File: src/rtl/draw_obstacle_pkg.sv
// rtl/draw_obstacle_pkg.sv - shared obstacle FSM encoding, arena constants and position helpers
package draw_obstacle_pkg;

  typedef enum logic [1:0] {
    ST_IDLE = 2'd0,
    ST_RUN  = 2'd1,
    ST_HIT  = 2'd2
  } obstacle_state_t;

  // One axis of obstacle motion: position plus direction (1 = increasing).
  typedef struct packed {
    logic [11:0] pos;
    logic        up;
  } axis_t;

  localparam int          ARENA_TOP_V_LINE    = 367;
  localparam int          ARENA_BOTTOM_V_LINE = 667;
  localparam int          ARENA_LEFT_H_LINE   = 361;
  localparam int          ARENA_RIGHT_H_LINE  = 661;
  localparam int          OBSTACLE_SIZE       = 40;
  localparam int          OBSTACLE_STEP       = 2;
  localparam logic [11:0] OBSTACLE_COLOR      = 12'hF00;

  // pos lies in [start, start+size); the sum is 13 bits so the upper bound cannot wrap.
  function automatic logic in_span(input logic [11:0] pos, input logic [11:0] start,
                                   input logic [11:0] size);
    return (pos >= start) && ({1'b0, pos} < ({1'b0, start} + {1'b0, size}));
  endfunction

  // Advance one axis by step, clamping to [lo, hi] and reversing when a bound is reached.
  // Bounds are tested before the add/subtract is used, so the 12-bit result never wraps.
  function automatic axis_t step_axis(input logic [11:0] pos, input logic up,
                                      input logic [11:0] lo, input logic [11:0] hi,
                                      input logic [11:0] step);
    axis_t r;
    r.pos = pos;
    r.up  = up;
    if (up) begin
      if (({1'b0, pos} + {1'b0, step}) >= {1'b0, hi}) begin
        r.pos = hi;
        r.up  = 1'b0;
      end else begin
        r.pos = pos + step;
      end
    end else begin
      if ({1'b0, pos} <= ({1'b0, lo} + {1'b0, step})) begin
        r.pos = lo;
        r.up  = 1'b1;
      end else begin
        r.pos = pos - step;
      end
    end
    return r;
  endfunction

endpackage

File: src/rtl/obstacle_mover.sv
// rtl/obstacle_mover.sv - obstacle FSM, bouncing position, direction and hit flag
module obstacle_mover
  import draw_obstacle_pkg::*;
#(
  parameter int TOP_V_LINE    = ARENA_TOP_V_LINE,
  parameter int BOTTOM_V_LINE = ARENA_BOTTOM_V_LINE,
  parameter int LEFT_H_LINE   = ARENA_LEFT_H_LINE,
  parameter int RIGHT_H_LINE  = ARENA_RIGHT_H_LINE,
  parameter int SIZE          = OBSTACLE_SIZE,
  parameter int STEP          = OBSTACLE_STEP
)(
  input  logic            pclk,
  input  logic            rst,
  input  logic            tick,
  input  logic            game_on,
  input  logic [11:0]     mouse_x,
  input  logic [11:0]     mouse_y,
  output logic [11:0]     x_pos,
  output logic [11:0]     y_pos,
  output obstacle_state_t state,
  output logic            hit
);

  localparam logic [11:0] X_MIN  = 12'(LEFT_H_LINE);
  localparam logic [11:0] X_MAX  = 12'(RIGHT_H_LINE - SIZE);
  localparam logic [11:0] Y_MIN  = 12'(TOP_V_LINE);
  localparam logic [11:0] Y_MAX  = 12'(BOTTOM_V_LINE - SIZE);
  localparam logic [11:0] SIZE_W = 12'(SIZE);
  localparam logic [11:0] STEP_W = 12'(STEP);

  obstacle_state_t state_n;
  logic [11:0]     x_n, y_n;
  logic            dx, dy, dx_n, dy_n;
  axis_t           x_step, y_step;

  assign x_step = step_axis(x_pos, dx, X_MIN, X_MAX, STEP_W);
  assign y_step = step_axis(y_pos, dy, Y_MIN, Y_MAX, STEP_W);
  assign hit    = (state == ST_HIT);

  // State, position and direction registers; reset parks the obstacle top-left moving down-right.
  always_ff @(posedge pclk or negedge rst) begin
    if (!rst) begin
      state <= ST_IDLE;
      x_pos <= X_MIN;
      y_pos <= Y_MIN;
      dx    <= 1'b1;
      dy    <= 1'b1;
    end else begin
      state <= state_n;
      x_pos <= x_n;
      y_pos <= y_n;
      dx    <= dx_n;
      dy    <= dy_n;
    end
  end

  // Next state: game_on low wins over everything, otherwise act only on a frame tick.
  always_comb begin
    state_n = state;
    x_n     = x_pos;
    y_n     = y_pos;
    dx_n    = dx;
    dy_n    = dy;
    if (!game_on) begin
      state_n = ST_IDLE;
      x_n     = X_MIN;
      y_n     = Y_MIN;
      dx_n    = 1'b1;
      dy_n    = 1'b1;
    end else if (tick) begin
      case (state)
        ST_IDLE: state_n = ST_RUN;
        ST_RUN: begin
          if (in_span(mouse_x, x_pos, SIZE_W) && in_span(mouse_y, y_pos, SIZE_W)) begin
            state_n = ST_HIT;
          end else begin
            x_n  = x_step.pos;
            dx_n = x_step.up;
            y_n  = y_step.pos;
            dy_n = y_step.up;
          end
        end
        default: state_n = state;
      endcase
    end
  end

endmodule

File: src/rtl/draw_obstacle.sv
// rtl/draw_obstacle.sv - one-cycle pixel pipeline compositing a bouncing obstacle over rgb_in
module draw_obstacle
  import draw_obstacle_pkg::*;
#(
  parameter int          TOP_V_LINE    = ARENA_TOP_V_LINE,
  parameter int          BOTTOM_V_LINE = ARENA_BOTTOM_V_LINE,
  parameter int          LEFT_H_LINE   = ARENA_LEFT_H_LINE,
  parameter int          RIGHT_H_LINE  = ARENA_RIGHT_H_LINE,
  parameter int          SIZE          = OBSTACLE_SIZE,
  parameter int          STEP          = OBSTACLE_STEP,
  parameter logic [11:0] COLOR         = OBSTACLE_COLOR
)(
  input  logic        pclk,
  input  logic        rst,
  input  logic        game_on,
  input  logic [11:0] hcount_in,
  input  logic [11:0] vcount_in,
  input  logic        hsync_in,
  input  logic        vsync_in,
  input  logic        hblnk_in,
  input  logic        vblnk_in,
  input  logic [11:0] rgb_in,
  input  logic [11:0] xpos,
  input  logic [11:0] ypos,
  output logic [11:0] hcount_out,
  output logic [11:0] vcount_out,
  output logic        hsync_out,
  output logic        vsync_out,
  output logic        hblnk_out,
  output logic        vblnk_out,
  output logic [11:0] rgb_out,
  output logic        hit
);

  localparam logic [11:0] SIZE_W = 12'(SIZE);

  logic            vblnk_prev;
  logic            tick;
  logic            draw;
  logic [11:0]     rgb_next;
  logic [11:0]     x_pos, y_pos;
  obstacle_state_t state;

  assign tick = vblnk_in & ~vblnk_prev;

  obstacle_mover #(
    .TOP_V_LINE    (TOP_V_LINE),
    .BOTTOM_V_LINE (BOTTOM_V_LINE),
    .LEFT_H_LINE   (LEFT_H_LINE),
    .RIGHT_H_LINE  (RIGHT_H_LINE),
    .SIZE          (SIZE),
    .STEP          (STEP)
  ) u_mover (
    .pclk    (pclk),
    .rst     (rst),
    .tick    (tick),
    .game_on (game_on),
    .mouse_x (xpos),
    .mouse_y (ypos),
    .x_pos   (x_pos),
    .y_pos   (y_pos),
    .state   (state),
    .hit     (hit)
  );

  // Pixel select: blanking forces black, otherwise obstacle colour inside its square.
  always_comb begin
    draw     = (state != ST_IDLE) && in_span(hcount_in, x_pos, SIZE_W)
               && in_span(vcount_in, y_pos, SIZE_W);
    rgb_next = rgb_in;
    if (hblnk_in || vblnk_in) begin
      rgb_next = 12'h000;
    end else if (draw) begin
      rgb_next = COLOR;
    end
  end

  // One-cycle delay of timing signals and composited pixel; vblnk_prev feeds frame-tick detection.
  always_ff @(posedge pclk or negedge rst) begin
    if (!rst) begin
      hcount_out <= 12'd0;
      vcount_out <= 12'd0;
      hsync_out  <= 1'b0;
      vsync_out  <= 1'b0;
      hblnk_out  <= 1'b0;
      vblnk_out  <= 1'b0;
      rgb_out    <= 12'h000;
      vblnk_prev <= 1'b0;
    end else begin
      hcount_out <= hcount_in;
      vcount_out <= vcount_in;
      hsync_out  <= hsync_in;
      vsync_out  <= vsync_in;
      hblnk_out  <= hblnk_in;
      vblnk_out  <= vblnk_in;
      rgb_out    <= rgb_next;
      vblnk_prev <= vblnk_in;
    end
  end

endmodule

File: config.mk
export PLATFORM = sky130hd
export DESIGN_NAME = draw_obstacle
export DESIGN_NICKNAME = d
export VERILOG_FILES = /design/src/rtl/draw_obstacle_pkg.sv /design/src/rtl/obstacle_mover.sv /design/src/rtl/draw_obstacle.sv
export SDC_FILE = /design/constraint.sdc
export NUM_CORES = 1
export LEC_CHECK = 0
export ABC_AREA = 1
export BUFFER_PORTS_ARGS = -buffer_cell sky130_fd_sc_hd__buf_2
export CAP_MARGIN = 20
export CORE_ASPECT_RATIO = 1.2
export CORE_MARGIN = 3
export CORE_UTILIZATION = 58
export DETAILED_ROUTE_END_ITERATION = 8
export HOLD_SLACK_MARGIN = 0.15
export MAX_ROUTING_LAYER = met4
export PLACE_DENSITY = 0.92
export SYNTH_ARGS = -nofsm -noshare
export SYNTH_HDL_FRONTEND = slang
export SYNTH_SLANG_ARGS = --single-unit
File: constraint.sdc
create_clock -name pclk -period 3.4 [get_ports pclk]
set_input_delay 0.17 -clock pclk [delete_from_list [all_inputs] [get_ports pclk]]
set_output_delay 0.17 -clock pclk [all_outputs]
set_load 0.02 [all_outputs]
==> impl.org, run 1 <==
** STA
- Final Cycle Share :: 90.54%
- Based on the critical path, the design can be clocked at up to 324.8 MHz.
- Setup violations, final :: 0
- For the finished layout, the period the worst path requires is 3.079 ns.
- For the final routed database, the setup TNS stands at 0 ns.
- The final-report hold violation count was 0.
- Actual transition at the worst max-transition pin :: 0.8735 ns
- Final-report max-slew violation count :: 0
- On the final layout, the worst clock skew is about 0.009 ns.
- Setup repair after global routing left no endpoint under its margin.
- Relative slew margins :: 41.77%

** Layout
- The net count of the finished layout is 1171.
- The multi-input combinational cells in the finished layout cover a total of 3926 sq um.
- In the final layout, flip-flops and latches occupy 1719 sq um.
- In the layout the commonest cells are sky130_fd_sc_hd__nand2_1 (204), sky130_fd_sc_hd__nand3_1 (116), sky130_fd_sc_hd__inv_1 (110).
- Final Instance Area :: 7566 sq um
- Commonest non-fill, non-tap cell in the layout :: sky130_fd_sc_hd__nand2_1
- Once layout is complete, the utilization of the core stands at 73.74%.
- Filler cells :: 766
- Count of non-filler cells in the finished layout :: 1153
- The area growth from synthesis to layout is 21.23%.
- Share of layout cells above drive strength 1 :: 17.64%

** Power and ir drop
- Reg power frac :: 29.8%
- Internal portion of total power :: 0.002013 W
- In this run, the clock network consumes between 20% and 30% of the power.
- In this run the static leakage power is 4.064 nW.
- Maximum vdd drop :: 0.2662 mV
- In this run the power density over the cells is 452.4 nW/um^2.
- Net switching power figure :: roughly 0.0014 W
- In this run switching power makes up 41.20% of total power.
- Relative contribution of combinational cells to total power :: 41.2%

** Placed design
- Routability-driven placement finished with a final weighted congestion of 0.9710.
- Port buffering added 107 buffers.
- Cells after DPL :: 1093
- Once placement finished, the instance area stood at 6827 sq um.
- After legalization and detailed placement, the total HPWL measured 12700 um.

** Global route
- Wire length of the first global-routing pass :: 28470 um
- The via count of the first global-routing pass was 6224.
- Global routing consumed, over all layers together, 30.05% of the routing resources.
- Maximum number of pins on one net before global-route repair :: 69
- Summed over all layers, the global routing overflow is 0.
- The number of antenna violations at the first check in global routing was 0.

** Drt
- The routed layout has ~6.5k vias.
- Total Wirelength :: around 17000 um
- The first detailed-routing pass ran for 5 iterations.
- Using the TritonRoute via totals, the vias-per-cell ratio works out to between 5 and 6.
- Remaining antenna violation count after routing :: 0
- WL/cell :: 15.12 um
- 1st-iter DRT viols :: 298
- Number of DRC violations after detailed routing :: 0

** Synthesis
- After Yosys synthesis, XOR and XNOR cells account for 3.508% of the synthesized area.
- Post-Synth Adder-Cell Area :: 16.64%
- Count of distinct cell types in the synthesized netlist :: 40
- Cell type with the highest aggregate area in the netlist :: sky130_fd_sc_hd__dfrtp_1
- Number of cells produced by synthesis :: 878
- Synthesis inferred around 70 register bits.
- Count of flip-flops with a built-in enable after synthesis :: 0
- Number of nets in the synthesized netlist :: 1028
- Sequential cells were found to cover between 20% and 30% of the synthesized design area.
- Summing every instance area after synthesis gives 6241 sq um.
- Multiplexer cells account for 0% of the synthesized area.
- The synthesized netlist devotes 8.581% of its cell area to compound gates.
- Synth top area share :: 21.65%
- Ranked by total cell area, the synthesized netlist is headed by sky130_fd_sc_hd__dfrtp_1 (22%), sky130_fd_sc_hd__ha_1 (17%), sky130_fd_sc_hd__nand2_1 (12%), sky130_fd_sc_hd__nand3_1 (9.3%), sky130_fd_sc_hd__inv_1 (6.6%).
- The Yosys step of the flow raised 0 warnings.
- The most used flip-flop cell after synthesis is sky130_fd_sc_hd__dfrtp_1.
- By area, the combinational part of the netlist is dominated by simple AND/OR/NAND/NOR gates.
- Simple-gate area share of the yosys netlist :: 34.00%
- Mean area per synthesized cell :: 7.108 sq um
- Synth async-reset ratio :: 100.0%

** Floorplan
- For this design the top-level I/O count stands at 108.
- In this run the vertical extent of the chip is 119.6 um.
- Horiz. Die Dim :: 100.7 um
- The core region is ~10000 sq um.
- In this run the core area contains 40 standard-cell rows.
- The die covers 12050 sq um.
- Initial cell density of the core :: 60.83%

** Clocking
- Clock sink count :: 68
- CTS tree :: yes
- Post-CTS resize count :: 0
- Clock network latency to the later pin of the worst-skew pair :: 0.35 ns
- The clock passes through at most 2 buffers.
- Root Driver :: sky130_fd_sc_hd__clkbuf_16
- Level count of the clock H-tree :: 3
- Clk slew on worst S/H paths :: 0.07 ns
- Buffers inserted during clock tree synthesis total 9.

** Setup path
- Counting both buffers and inverters, the worst setup path holds a total of 3.
- The critical path is of the register to register type.
- Sort of element at the start of the critical path :: register
- The slowest stage of the critical path belongs to the cell sky130_fd_sc_hd__dfstp_2.
- At the worst endpoint, the arrival time is 3.31 ns.
- STA classifies the critical path endpoint as a register.
- The worst register-to-register path begins at u_mover.y_pos[3].
- The worst register-to-register path ends at u_mover.x_pos[11].
- The setup check on the worst reg-to-reg path leaves a slack of 0.32 ns.
- Broken down by cell family, the worst path's largest delay share belongs to simple AND/OR/NAND/NOR gates.
- Peak per-stage delay on the critical path :: 0.53 ns
- In this run the worst path has a maximum fanout of 13.
- Data required time at the worst endpoint :: between 3 and 4 ns
- Traced cell by cell, the critical path runs through ha_1 > inv_1 > nand2_2 > nand2_2 > nor3_1 > xor2_1 > ha_1 > inv_1 > nor2_1 > nand2_1 > inv_1 > a21oi_1 > nand3_1 > nor2_2 > nand2_4 > nand2_8 > nand2_4 > nand2_1 > nand2_1.
- Measured in cells, the most critical reg-to-reg path has a length of 19.

** Run status
- The flow ran to the end, and the final reports show no timing, DRC or antenna violations.

** Min path
- For hold timing, the worst endpoint is u_mover.dx.
- Source of the worst hold timing path :: game_on
- Along the worst hold path, the cell count comes to 4.
- The tightest min-delay check is of the input port to register type.

** Flow run
- Max-cap violations in this run came to 0.
-- metrics by stage --
stage	power [W]	hold WS [ns]	setup WS [ns]
finish	0.003423	0.3811	0.3215
floorplan	0.002008	-0.1256	0.6530
global placement	0.002319	0.2774	0.3274
detailed placement	0.002366	0.2794	0.2550
global route	0.003666	0.4080	0.05217
CTS	0.003411	0.3645	0.2412
-- kinds of logic (layout without fill, tap and decap cells) --
kind of cell / Yosys count / after routing
simple gates: 462 / 463
buf+inv: 141 / 288
compound gates: 99 / 99
fa+ha+maj: 83 / 83
flops: 68 / 68
xor+xnor: 25 / 25
other cells: 0 / 1
-- flip-flops by register name, summed over array words and instances, names as in the netlist --
| signal | count |
|---|---|
| hblnk_out | 1 |
| hcount_out | 12 |
| hsync_out | 1 |
| rgb_out | 12 |
| u_mover.dx | 1 |
| u_mover.dy | 1 |
| u_mover.state | 2 |
| u_mover.x_pos | 12 |
| u_mover.y_pos | 12 |
| vblnk_prev | 1 |
| vcount_out | 12 |
| vsync_out | 1 |
-- cells in the mapped netlist (12+ instances only) --
library cell and number:
sky130_fd_sc_hd__nand2_2 12, sky130_fd_sc_hd__xor2_1 24, sky130_fd_sc_hd__nand2_1 204, sky130_fd_sc_hd__nand4_1 25
sky130_fd_sc_hd__dfstp_2 14, sky130_fd_sc_hd__a21oi_1 46, sky130_fd_sc_hd__dfrtp_1 54, sky130_fd_sc_hd__nand3_1 116
sky130_fd_sc_hd__ha_1 83, sky130_fd_sc_hd__nor2_1 63, sky130_fd_sc_hd__o21ai_0 40, sky130_fd_sc_hd__inv_1 110
-- metal layers --
| layer | track usage [%] | routed length [um] |
|---|---|---|
| met3 | 4.070 | 874 |
| met2 | 52.43 | 9087 |
| met4 | 17.78 | 909 |
| met5 | - | 0 |
| met1 | 31.86 | 6566 |
-- area by class of cell --
class                           instances  area share, %
Multi-Input combinational cell        670          51.89
Sequential cell                        68          22.72
Timing Repair Buffer                  157          13.43
Inverter                              115          5.771
Clock buffer                            9          2.977
Tap cell                              126          2.084
Clock inverter                          7          1.091
Antenna cell                            1        0.03307
-- worst reg2reg max path, cell delays in order, from the launching register on --
cell                      delay (ns)
sky130_fd_sc_hd__dfstp_2        0.53
sky130_fd_sc_hd__ha_1           0.23
sky130_fd_sc_hd__inv_1          0.07
sky130_fd_sc_hd__nand2_2        0.09
sky130_fd_sc_hd__nand2_2        0.07
sky130_fd_sc_hd__nor3_1         0.22
sky130_fd_sc_hd__xor2_1         0.24
sky130_fd_sc_hd__ha_1           0.26
sky130_fd_sc_hd__inv_1          0.05
sky130_fd_sc_hd__nor2_1         0.04
sky130_fd_sc_hd__nand2_1        0.08
sky130_fd_sc_hd__inv_1          0.04
sky130_fd_sc_hd__a21oi_1        0.12
sky130_fd_sc_hd__nand3_1        0.10
sky130_fd_sc_hd__nor2_2         0.19
sky130_fd_sc_hd__nand2_4        0.18
sky130_fd_sc_hd__nand2_8        0.17
sky130_fd_sc_hd__nand2_4        0.14
sky130_fd_sc_hd__nand2_1        0.11
sky130_fd_sc_hd__nand2_1        0.06
-- power by group through the flow --
stage | combinational (W) | clock (W) | sequential [W]
final | 0.00141 | 0.000992 | 0.00102
after global routing | 0.00160 | 0.00104 | 0.00103
after CTS | 0.00138 | 0.00101 | 0.00102
after detailed placement | 0.00133 | 0 | 0.00103
after global placement | 0.00129 | 0 | 0.00103
after floorplan | 0.00102 | 0 | 0.000992
-- how the worst max path moves through the flow --
stage	start	end	slack (ns)	depth (start not counted)
after detailed placement	u_mover.x_pos[3]	u_mover.x_pos[11]	0.25	19
final	u_mover.y_pos[3]	u_mover.x_pos[11]	0.32	19
after floorplan	u_mover.x_pos[3]	u_mover.y_pos[7]	0.65	19
after global placement	u_mover.x_pos[3]	u_mover.x_pos[11]	0.33	19
after CTS	u_mover.x_pos[3]	u_mover.x_pos[11]	0.24	19
after global routing	u_mover.x_pos[3]	u_mover.x_pos[11]	0.05	19
-- repair_timing --
item	in CTS	in global routing
setup buffers	0	1
hold buffers	41	0
endpoints found under the setup margin	0	12
endpoints found under the hold margin	94	0
Note: power is estimated with default switching activity, not from simulation.
==> run 2: changes to the inputs <==
--- a/config.mk
+++ b/config.mk
@@ -17,4 +17,5 @@
 export PLACE_DENSITY = 0.92
 export SYNTH_ARGS = -nofsm -noshare
 export SYNTH_HDL_FRONTEND = slang
+export SYNTH_HIERARCHICAL = 1
 export SYNTH_SLANG_ARGS = --single-unit
==> impl.org, run 2 <==
** Floorplan
- Die area :: 12710 sq um (+5.5%)
- Initial cell density of the core :: 59.55% (-1.3 points)
- The total I/O pin count came to 108 (unchanged).
- The die outline height came to 122.9 um (+2.7%).
- # rows :: 42 (+5.0%)
- Horiz. Die Dim :: 103.4 um (+2.7%)
- The core area is 11090 sq um (+8.1%).

** Synthesis
- For this run, the leading register cell type out of synthesis is sky130_fd_sc_hd__dfrtp_1.
- Post-synthesis compound-gate area fraction :: 6.291% (-2.3 points)
- Among all cell types in the netlist, the one instantiated most often is sky130_fd_sc_hd__nand2_1.
- Post-Synth Adder-Cell Area :: 18.38% (+1.7 points)
- Area of the mapped netlist :: 6603 sq um (+5.8%)
- The fraction of synthesized area in multiplexers is 0% (unchanged).
- The number of flops mapped to enable cells by yosys came to 0 (unchanged).
- The total of flip-flops plus latches after synthesis was 68 (unchanged).
- Largest cells by area after synthesis :: sky130_fd_sc_hd__dfrtp_1 (20%), sky130_fd_sc_hd__ha_1 (18%), sky130_fd_sc_hd__nand2_1 (15%), sky130_fd_sc_hd__inv_1 (7.3%), sky130_fd_sc_hd__nand3_1 (6.7%)
- The yosys synthesis warning count is 6 (+6).
- The simple logic cell fraction of the synthesized area is 34.45% (+0.45 points).
- The number of distinct library cell variants in the gate-level netlist after synthesis is 35 (-13%).
- The per-instance average area after synthesis came to 6.921 sq um (-2.6%).
- Cell type with the highest aggregate area in the netlist :: sky130_fd_sc_hd__dfrtp_1
- Most used standard cells in the synthesized netlist :: sky130_fd_sc_hd__nand2_1 (272), sky130_fd_sc_hd__inv_1 (128), sky130_fd_sc_hd__ha_1 (97), sky130_fd_sc_hd__nand3_1 (89), sky130_fd_sc_hd__nor2_1 (80)
- Number of nets in the synthesized netlist :: 1118 (+8.8%)
- By area, the combinational part of the netlist is dominated by simple AND/OR/NAND/NOR gates.
- The gate count of the mapped netlist was 954 (+8.7%).
- The area share of xor/xnor cells in the synthesized design was 5.173% (+1.7 points).
- Seq/Total Area, Yosys :: 26.04% (-1.5 points)
- The area share of the largest cell type after synthesis is 20.47% (-1.2 points).
- Synth async-reset ratio :: 100.0% (unchanged)

** Global route
- The wire length of the first global-routing pass is 27350 um (-3.9%).
- The global-route usage over all layers came to 27.23% (-2.8 points).
- The via count of the first global-routing pass came to 6391 (+2.7%).
- The total overflow reported by the global router is 0 (unchanged).
- Antenna violations before repair :: 0 (unchanged)
- Maximum number of pins on one net before global-route repair :: 44 (-36%)

** Layout
- The number of standard cells in the layout, taps in and fillers out is 1254 (+8.8%).
- The core occupancy in the finished layout is 71.34% (-2.4 points).
- The net total in the final layout was 1259 (+7.5%).
- Antenna diode instance count :: 0 (-1)
- Share of layout cells above drive strength 1 :: 15.64% (-2.0 points)
- The area taken by multi-input logic gates came to 4245 sq um (+8.1%).
- Final Instance Area :: 7910 sq um (+4.5%)
- The area growth from synthesis to layout is 19.80%.
- The total of fill cells in the finished design was 870 (+14%).
- In the layout the commonest cells are sky130_fd_sc_hd__nand2_1 (272), sky130_fd_sc_hd__inv_1 (128), sky130_fd_sc_hd__buf_2 (107).
- Sequential standard cell area :: 1723 sq um (+0.22%)
- Commonest non-fill, non-tap cell in the layout :: sky130_fd_sc_hd__nand2_1

** Flow run
- Max-cap violations :: 0 (unchanged)

** Clocking
- Clock network latency to the later pin of the worst-skew pair :: 0.34 ns (about the same)
- Clock tree synthesis selected as its root buffer the cell sky130_fd_sc_hd__clkbuf_16.
- TritonCTS built the clock tree.
- The maximum buffer depth of the clock tree is 2 (unchanged).
- Total CTS buffers :: 9 (unchanged)
- Level count of the clock H-tree :: 3 (unchanged)
- Clk slew on worst S/H paths :: 0.05 ns (-0.02 ns)
- Clock sink count :: 68 (unchanged)

** Drt
- The vias per cell was 5.272 (-6.5%).
- Number of DRC violations after detailed routing :: 0 (unchanged)
- WL/cell :: 12.94 um (-14%)
- The first-pass detailed-route iteration total was 5 (unchanged).
- Remaining antenna violation count after routing :: 0 (unchanged)
- The number of DRC violations after detailed-routing iteration 0 was 484 (+62%).
- The via count of the routed design is 6611 (+1.7%).
- Total Wirelength :: 16230 um (-6.9%)

** Setup path
- The highest cell delay on the worst timing path came to 0.70 ns (+0.17 ns).
- The top fanout value on the critical path is 25 (+12).
- In this run the critical register-to-register path is launched from u_mover/y_pos[3].
- The cell count of the worst reg-to-reg path came to 16 (-3).
- Sort of element at the start of the critical path :: register
- For this design, the slowest cell found on the critical path is sky130_fd_sc_hd__dfstp_4.
- Destination of the worst register-to-register timing path :: u_mover/x_pos[4]
- The setup slack of the most critical reg-to-reg path was 0.28 ns (-0.04 ns).
- The worst setup path is of the register to register kind.
- Worst Setup End Kind :: register
- The required time of the worst setup path is 3.62 ns (-0.02 ns).
- The worst path arrival time was 3.34 ns (+0.03 ns).
- The signal on the critical path passes through ha_1 > nor2_1 > nor2_1 > nand2_1 > xor2_1 > ha_1 > inv_1 > nor2_1 > o21ai_1 > nand4_1 > nor2_1 > nand2_1 > nand2_4 > nand2_4 > nand2_1 > nand2_1.

** Power and ir drop
- The cell area power density came to 353.3 nW/um^2 (-22%).
- The switching power share of the total was 36.01% (-5.2 points).
- The internal power consumption was 0.001788 W (-11%).
- The static leakage was 4.323 nW (+6.4%).
- Relative contribution of combinational cells to total power :: 35.1% (-6.1 points)
- The worst voltage drop across the vdd grid was 0.2523 mV (-5.2%).
- The switching component of the power came to 0.001006 W (-29%).
- Reg power frac :: 35.3% (+5.5 points)
- Share of total power in the clock network :: 29.6% (+0.6 points)

** Min path
- In this run the most critical hold path is launched from game_on.
- For hold timing, the worst endpoint is u_mover/x_pos[5].
- Min-Delay Path Class :: input port to register
- Cell depth of the worst hold path :: 3 (-1)

** Placed design
- Placement-stage cell area :: 7232 sq um (+5.9%)
- Cells after DPL :: 1197 (+9.5%)
- Number of port buffers :: 107 (unchanged)
- The detailed placer's ending HPWL is 11890 um (-6.4%).
- The final weighted congestion in routability-driven placement came to 0.9861 (+1.6%).
- The post-placement setup slack is 0.3449 ns (+0.08995 ns).

** STA
- Setup repair after global routing left no endpoint under its margin.
- Min cycle time layout :: 3.120 ns (+0.04172 ns)
- Post-layout worst setup margin :: 0.2798 ns (-0.04172 ns)
- The setup TNS came to 0 ns (unchanged).
- Relative slew margins :: 51.78% (+10 points)
- Actual transition at the worst max-transition pin :: 0.7234 ns (-0.1501 ns)
- The final worst-path cycle share is 91.77% (+1.2 points).
- The number of max-slew violations in the final report was 0 (unchanged).
- Maximum frequency from static timing analysis :: 320.5 MHz (-1.3%)
- Final worst clock skew :: 0.006471 ns (-0.002795 ns)
- Setup violations, final :: 0 (unchanged)
- The final-report hold violation count was 0 (unchanged).

** Run status
- The run finished with clean final reports.
run 2: how the worst max path moves through the flow:
stage          slack [ns]  cells after the start              from          endpoint
2_1_floorplan        0.87                     16  u_mover/x_pos[3]  u_mover/x_pos[9]
3_3_place_gp         0.51                     18  u_mover/x_pos[3]  u_mover/y_pos[4]
3_5_place_dp         0.34                     16  u_mover/y_pos[3]  u_mover/y_pos[4]
4_1_cts              0.33                     16  u_mover/y_pos[3]  u_mover/x_pos[4]
5_1_grt            0.0009                     16  u_mover/y_pos[3]  u_mover/x_pos[4]
6_report             0.28                     16  u_mover/y_pos[3]  u_mover/x_pos[4]
run 2: power by group through the flow:
stage	Clock, W	Sequential, W	Combinational (W)
2_1_floorplan	0	0.000971	0.000698
3_3_place_gp	0	0.000987	0.000889
3_5_place_dp	0	0.000993	0.000922
4_1_cts	0.000838	0.000981	0.000968
5_1_grt	0.000876	0.000998	0.00114
6_report	0.000827	0.000987	0.000980
run 2: cells by family (layout without fill, tap and decap cells):
logic type,count (synthesis),in the layout
DFF,68,68
xor gates and xnor gates,39,39
and+or+nand+nor,516,516
adders and majority gates,97,97
AOI/OAI and AO/OA,77,77
buffers and inverters,157,303
run 2: worst max-delay path: cells and delay by family (launching register included):
kind	cells	cell delay, ns
xor gates and xnor gates	1	0.16
and+or+nand+nor	11	1.39
DFF	1	0.70
adders and majority gates	2	0.53
buffers and inverters	1	0.06
AOI/OAI and AO/OA	1	0.15
run 2: cell type report:
class,count,share of cell area [%]
multi-input combinational,729,53.67
sequential,68,21.78
timing repair buffer,152,12.34
inverter,135,6.438
clock buffer,14,3.211
tap,154,2.436
clock inverter,2,0.1265
run 2: routing by layer:
layer,up-vias,wire length [um],track usage [%]
li1,3351,-,-
met1,3003,6727,31.48
met2,216,8268,47.53
met3,41,812,4.093
met4,0,420,9.312
met5,-,0,-
run 2: repair_timing:
item | CTS | global route
endpoints found under the setup margin | 0 | 11
hold buffers | 41 | 0
hold endpoints to repair | 59 | 0
buffers inserted | 0 | 0
resized for setup | 0 | 1
run 2: through the flow:
step | hold WS (ns) | total power, W
finish | 0.4065 | 0.002794
global route | 0.4612 | 0.003011
CTS | 0.3890 | 0.002787
detailed placement | 0.2532 | 0.001915
global placement | 0.2448 | 0.001876
floorplan | -0.1256 | 0.001670
==> run 3: changes to the inputs <==
--- a/config.mk
+++ b/config.mk
@@ -5,9 +5,8 @@
 export SDC_FILE = /design/constraint.sdc
 export NUM_CORES = 1
 export LEC_CHECK = 0
-export ABC_AREA = 1
+export ABC_AREA = 0
 export BUFFER_PORTS_ARGS = -buffer_cell sky130_fd_sc_hd__buf_2
-export CAP_MARGIN = 20
 export CORE_ASPECT_RATIO = 1.2
 export CORE_MARGIN = 3
 export CORE_UTILIZATION = 58
==> impl.org, run 3 <==
** Setup path
- The required time of the worst setup path was 3.67 ns (+0.05 ns).
- CP Max Fanout :: 10 (-60%)
- Classification of the worst setup path :: register to register
- WP data arrival :: 3.50 ns (+0.16 ns)
- The worst setup path is launched from a register.
- Worst Setup End Kind :: register
- Reg-to-reg slack, setup :: 0.17 ns (-0.11 ns)

** Placed design
- The cell area after placement is 7076 sq um (-2.2%).
- The count of input and output buffers was 107 (unchanged).
- Detailed placer's ending HPWL :: 12750 um (+7.3%)
- The final weighted congestion in routability-driven placement was 1.014 (+2.8%).

** Clocking
- Max clock buf depth :: 2 (unchanged)
- Clk slew on worst S/H paths :: 0.06 ns (about the same)
- Clock sink count :: 68 (unchanged)
- The total clock buffers created by CTS is 9 (unchanged).
- CTS placed an instance of sky130_fd_sc_hd__clkbuf_16 at the clock tree root.
- Clock network latency to the later pin of the worst-skew pair :: 0.34 ns (about the same)
- TritonCTS built the clock tree.
- Level count of the clock H-tree :: 3 (unchanged)

** Drt
- Remaining antenna violation count after routing :: 0 (unchanged)
- Met1 wire length :: 7116 um (+5.8%)
- Number of DRC violations after detailed routing :: 0 (unchanged)
- Total Wirelength :: 18130 um (+12%)
- The detailed-routed wire length on met3 was 1410 um (+74%).
- The first-pass detailed-route iteration total came to 8 (+3).
- The vias per cell was 6.228 (+18%).
- The average wire length per cell after detail routing is 17.98 um (+39%).
- The wire length on met2 was 8962 um (+8.4%).
- 1st-iter DRT viols :: 883 (+82%)
- The detailed router used layers up to and including met4.
- The via count of the routed design came to 6278 (-5.0%).

** Layout
- The diode insertion count for antenna repair came to 0 (unchanged).
- Area used by multi-input combinational logic :: 4213 sq um (-0.77%)
- The total of fill cells in the finished design came to 721 (-17%).
- The net total in the final layout was 1038 (-18%).
- Commonest non-fill, non-tap cell in the layout :: sky130_fd_sc_hd__buf_2
- The proportion of layout cells with a drive suffix above 1 is 23.78% (+8.1 points).
- Growth of design area from synthesis to finish :: 23.76%
- Final Util :: 73.94% (+2.6 points)
- Commonest cells after routing, fill and taps aside :: sky130_fd_sc_hd__buf_2 (107), sky130_fd_sc_hd__ha_1 (96), sky130_fd_sc_hd__inv_1 (58)
- Final Instance Area :: 7814 sq um (-1.2%)
- The sequential cell area is 1719 sq um (-0.22%).

** Power and ir drop
- Pwr/cell area :: 395.5 nW/um^2 (+12%)
- Total power :: 0.003090 W (+11%)
- P_leak :: 3.671 nW (-15%)
- The worst voltage drop across the vdd grid came to 0.2767 mV (+9.7%).

** STA
- The number of max-slew violations in the final report came to 0 (unchanged).
- Maximum frequency from static timing analysis :: 309.3 MHz (-3.5%)
- Actual transition at the worst max-transition pin :: 0.8146 ns (+0.09127 ns)
- The tightest slew margin relative to the limit came to 45.49% (-6.3 points).
- Final worst clock skew :: 0.008998 ns (+0.002526 ns)
- The number of setup violations in the final report was 0 (unchanged).
- The final-report hold violation count came to 0 (unchanged).
- Min cycle time layout :: 3.234 ns (+0.1133 ns)
- The final worst-path cycle share was 95.10% (+3.3 points).

** Synthesis
- Most frequent cell after synthesis :: sky130_fd_sc_hd__ha_1
- The net count after synthesis is 871 (-22%).
- The number of flops mapped to enable cells by yosys is 0 (unchanged).
- Count of distinct cell types in the synthesized netlist :: 85 (+140%)
- By area the synthesized netlist is led by sky130_fd_sc_hd__dfrtp_1 (21%), sky130_fd_sc_hd__ha_1 (19%), sky130_fd_sc_hd__dfstp_2 (5.8%), sky130_fd_sc_hd__a21oi_1 (4.5%), sky130_fd_sc_hd__xnor2_1 (4.4%).
- Area of the mapped netlist :: 6314 sq um (-4.4%)
- Number of cells produced by synthesis :: 707 (-26%)
- The commonest cells after synthesis are sky130_fd_sc_hd__ha_1 (97), sky130_fd_sc_hd__inv_1 (58), sky130_fd_sc_hd__a21oi_1 (57), sky130_fd_sc_hd__dfrtp_1 (54), sky130_fd_sc_hd__nand2_1 (47).
- Cell type with the highest aggregate area in the netlist :: sky130_fd_sc_hd__dfrtp_1
- Flip-flop and latch count after synthesis :: 68 (unchanged)
- Synth top area share :: 21.40% (+0.94 points)
- The proportion of synthesized flip-flops having asynchronous set or reset is 100.0% (unchanged).
- Top FF cell, synth :: sky130_fd_sc_hd__dfrtp_1
- The yosys synthesis warning count came to 6 (unchanged).
- Seq/Total Area, Yosys :: 27.23% (+1.2 points)
- The per-instance average area after synthesis was 8.930 sq um (+29%).

** Flow run
- The max-capacitance violation count came to 0 (unchanged).

** Global route
- The pin count of the biggest net entering global routing is 37 (-16%).
- The total overflow reported by the global router was 0 (unchanged).
- Antenna violations before repair :: 0 (unchanged)
- Total routing usage reported by global routing :: 30.11% (+2.9 points)
- Via count of the first global-routing pass :: 6198 (-3.0%)
- The wire length of the first global-routing pass is 28740 um (+5.1%).

** Floorplan
- Die area :: 12180 sq um (-4.2%)
- The die outline height is 120.3 um (-2.1%).
- Initial cell density of the core :: 59.74% (+0.20 points)
- Horiz. Die Dim :: 101.2 um (-2.1%)
- Core region area :: 10570 sq um (-4.7%)
- The total I/O pin count came to 108 (unchanged).
- # rows :: 41 (-2.4%)

** Run status
- Status :: completed

** Min path
- The min-delay analysis places its worst path in the category input port to register.
run 3: cell families (layout without fill, tap and decap cells):
kind of cell               count (synthesis)  after routing  share of synthesized area [%]
xor gates and xnor gates                  36             36                          4.994
AOI/OAI and AO/OA                        209            209                          23.15
muxes                                      3              3                         0.5152
buffers and inverters                     87            259                          6.223
adders and majority gates                 97             97                          19.22
DFF                                       68             68                          27.23
and+or+nand+nor                          207            207                          18.67
run 3: worst max-delay path: stages (launching register included):
cell,delay (ns)
sky130_fd_sc_hd__dfstp_2,0.62
sky130_fd_sc_hd__ha_2,0.26
sky130_fd_sc_hd__nor2_1,0.07
sky130_fd_sc_hd__nor3_1,0.19
sky130_fd_sc_hd__xnor2_1,0.16
sky130_fd_sc_hd__ha_1,0.27
sky130_fd_sc_hd__nand3_1,0.15
sky130_fd_sc_hd__nand2b_1,0.12
sky130_fd_sc_hd__a21o_1,0.14
sky130_fd_sc_hd__o311ai_2,0.15
sky130_fd_sc_hd__o31a_2,0.46
sky130_fd_sc_hd__nor2_8,0.21
sky130_fd_sc_hd__mux2_2,0.36
run 3: report_power, final:
part           internal (W)  leakage, nW  switching [W]
clock network      0.000568        0.135       0.000334
registers          0.000878        0.824      0.0000683
logic              0.000520         2.71       0.000721
total               0.00197         3.67        0.00112
run 3: worst paths after layout:
kind                                  start               end  cells past startpoint
setup reg to reg           u_mover/x_pos[3]  u_mover/y_pos[2]                     12
hold reg to reg            u_mover/x_pos[0]  u_mover/x_pos[0]                      1
max in group asynchronous               rst  u_mover/x_pos[8]                      3
min in group asynchronous               rst    vcount_out[11]                      2
setup / recovery           u_mover/x_pos[3]  u_mover/y_pos[2]                     12
hold / removal                      game_on  u_mover/x_pos[3]                      2
run 3: repair_timing:
item / CTS / global route
buffers inserted: 0 / 4
gates resized for setup: 0 / 7
hold buffers: 41 / 0
endpoints found under the hold margin: 66 / 0
setup endpoints to repair: 0 / 12
run 3: area by class of cell:
type,instances,share of cell area (%)
clock buffer,14,3.122
clock inverter,2,0.4484
inverter,60,2.882
multi-input combinational,552,53.92
sequential,68,22.00
tap,129,2.066
timing repair buffer,183,15.56
run 3: metrics by stage:
stage	TNS, ns	hold WS (ns)	instances	setup WS (ns)
after floorplan	0	-0.1256	707	0.1793
after global placement	0	0.2784	947	0.2245
after detailed placement	0	0.2808	947	0.1472
after CTS	0	0.2396	1004	0.1197
after global routing	-0.001198	0.2678	1008	-0.001198
final	0	0.2510	1008	0.1664
run 3: metal layers:
| metal | vias up | track usage, % |
|---|---|---|
| met3 | 77 | 5.136 |
| met5 | - | - |
| met2 | 343 | 50.86 |
| met1 | 2926 | 35.27 |
| li1 | 2932 | - |
| met4 | 0 | 12.22 |
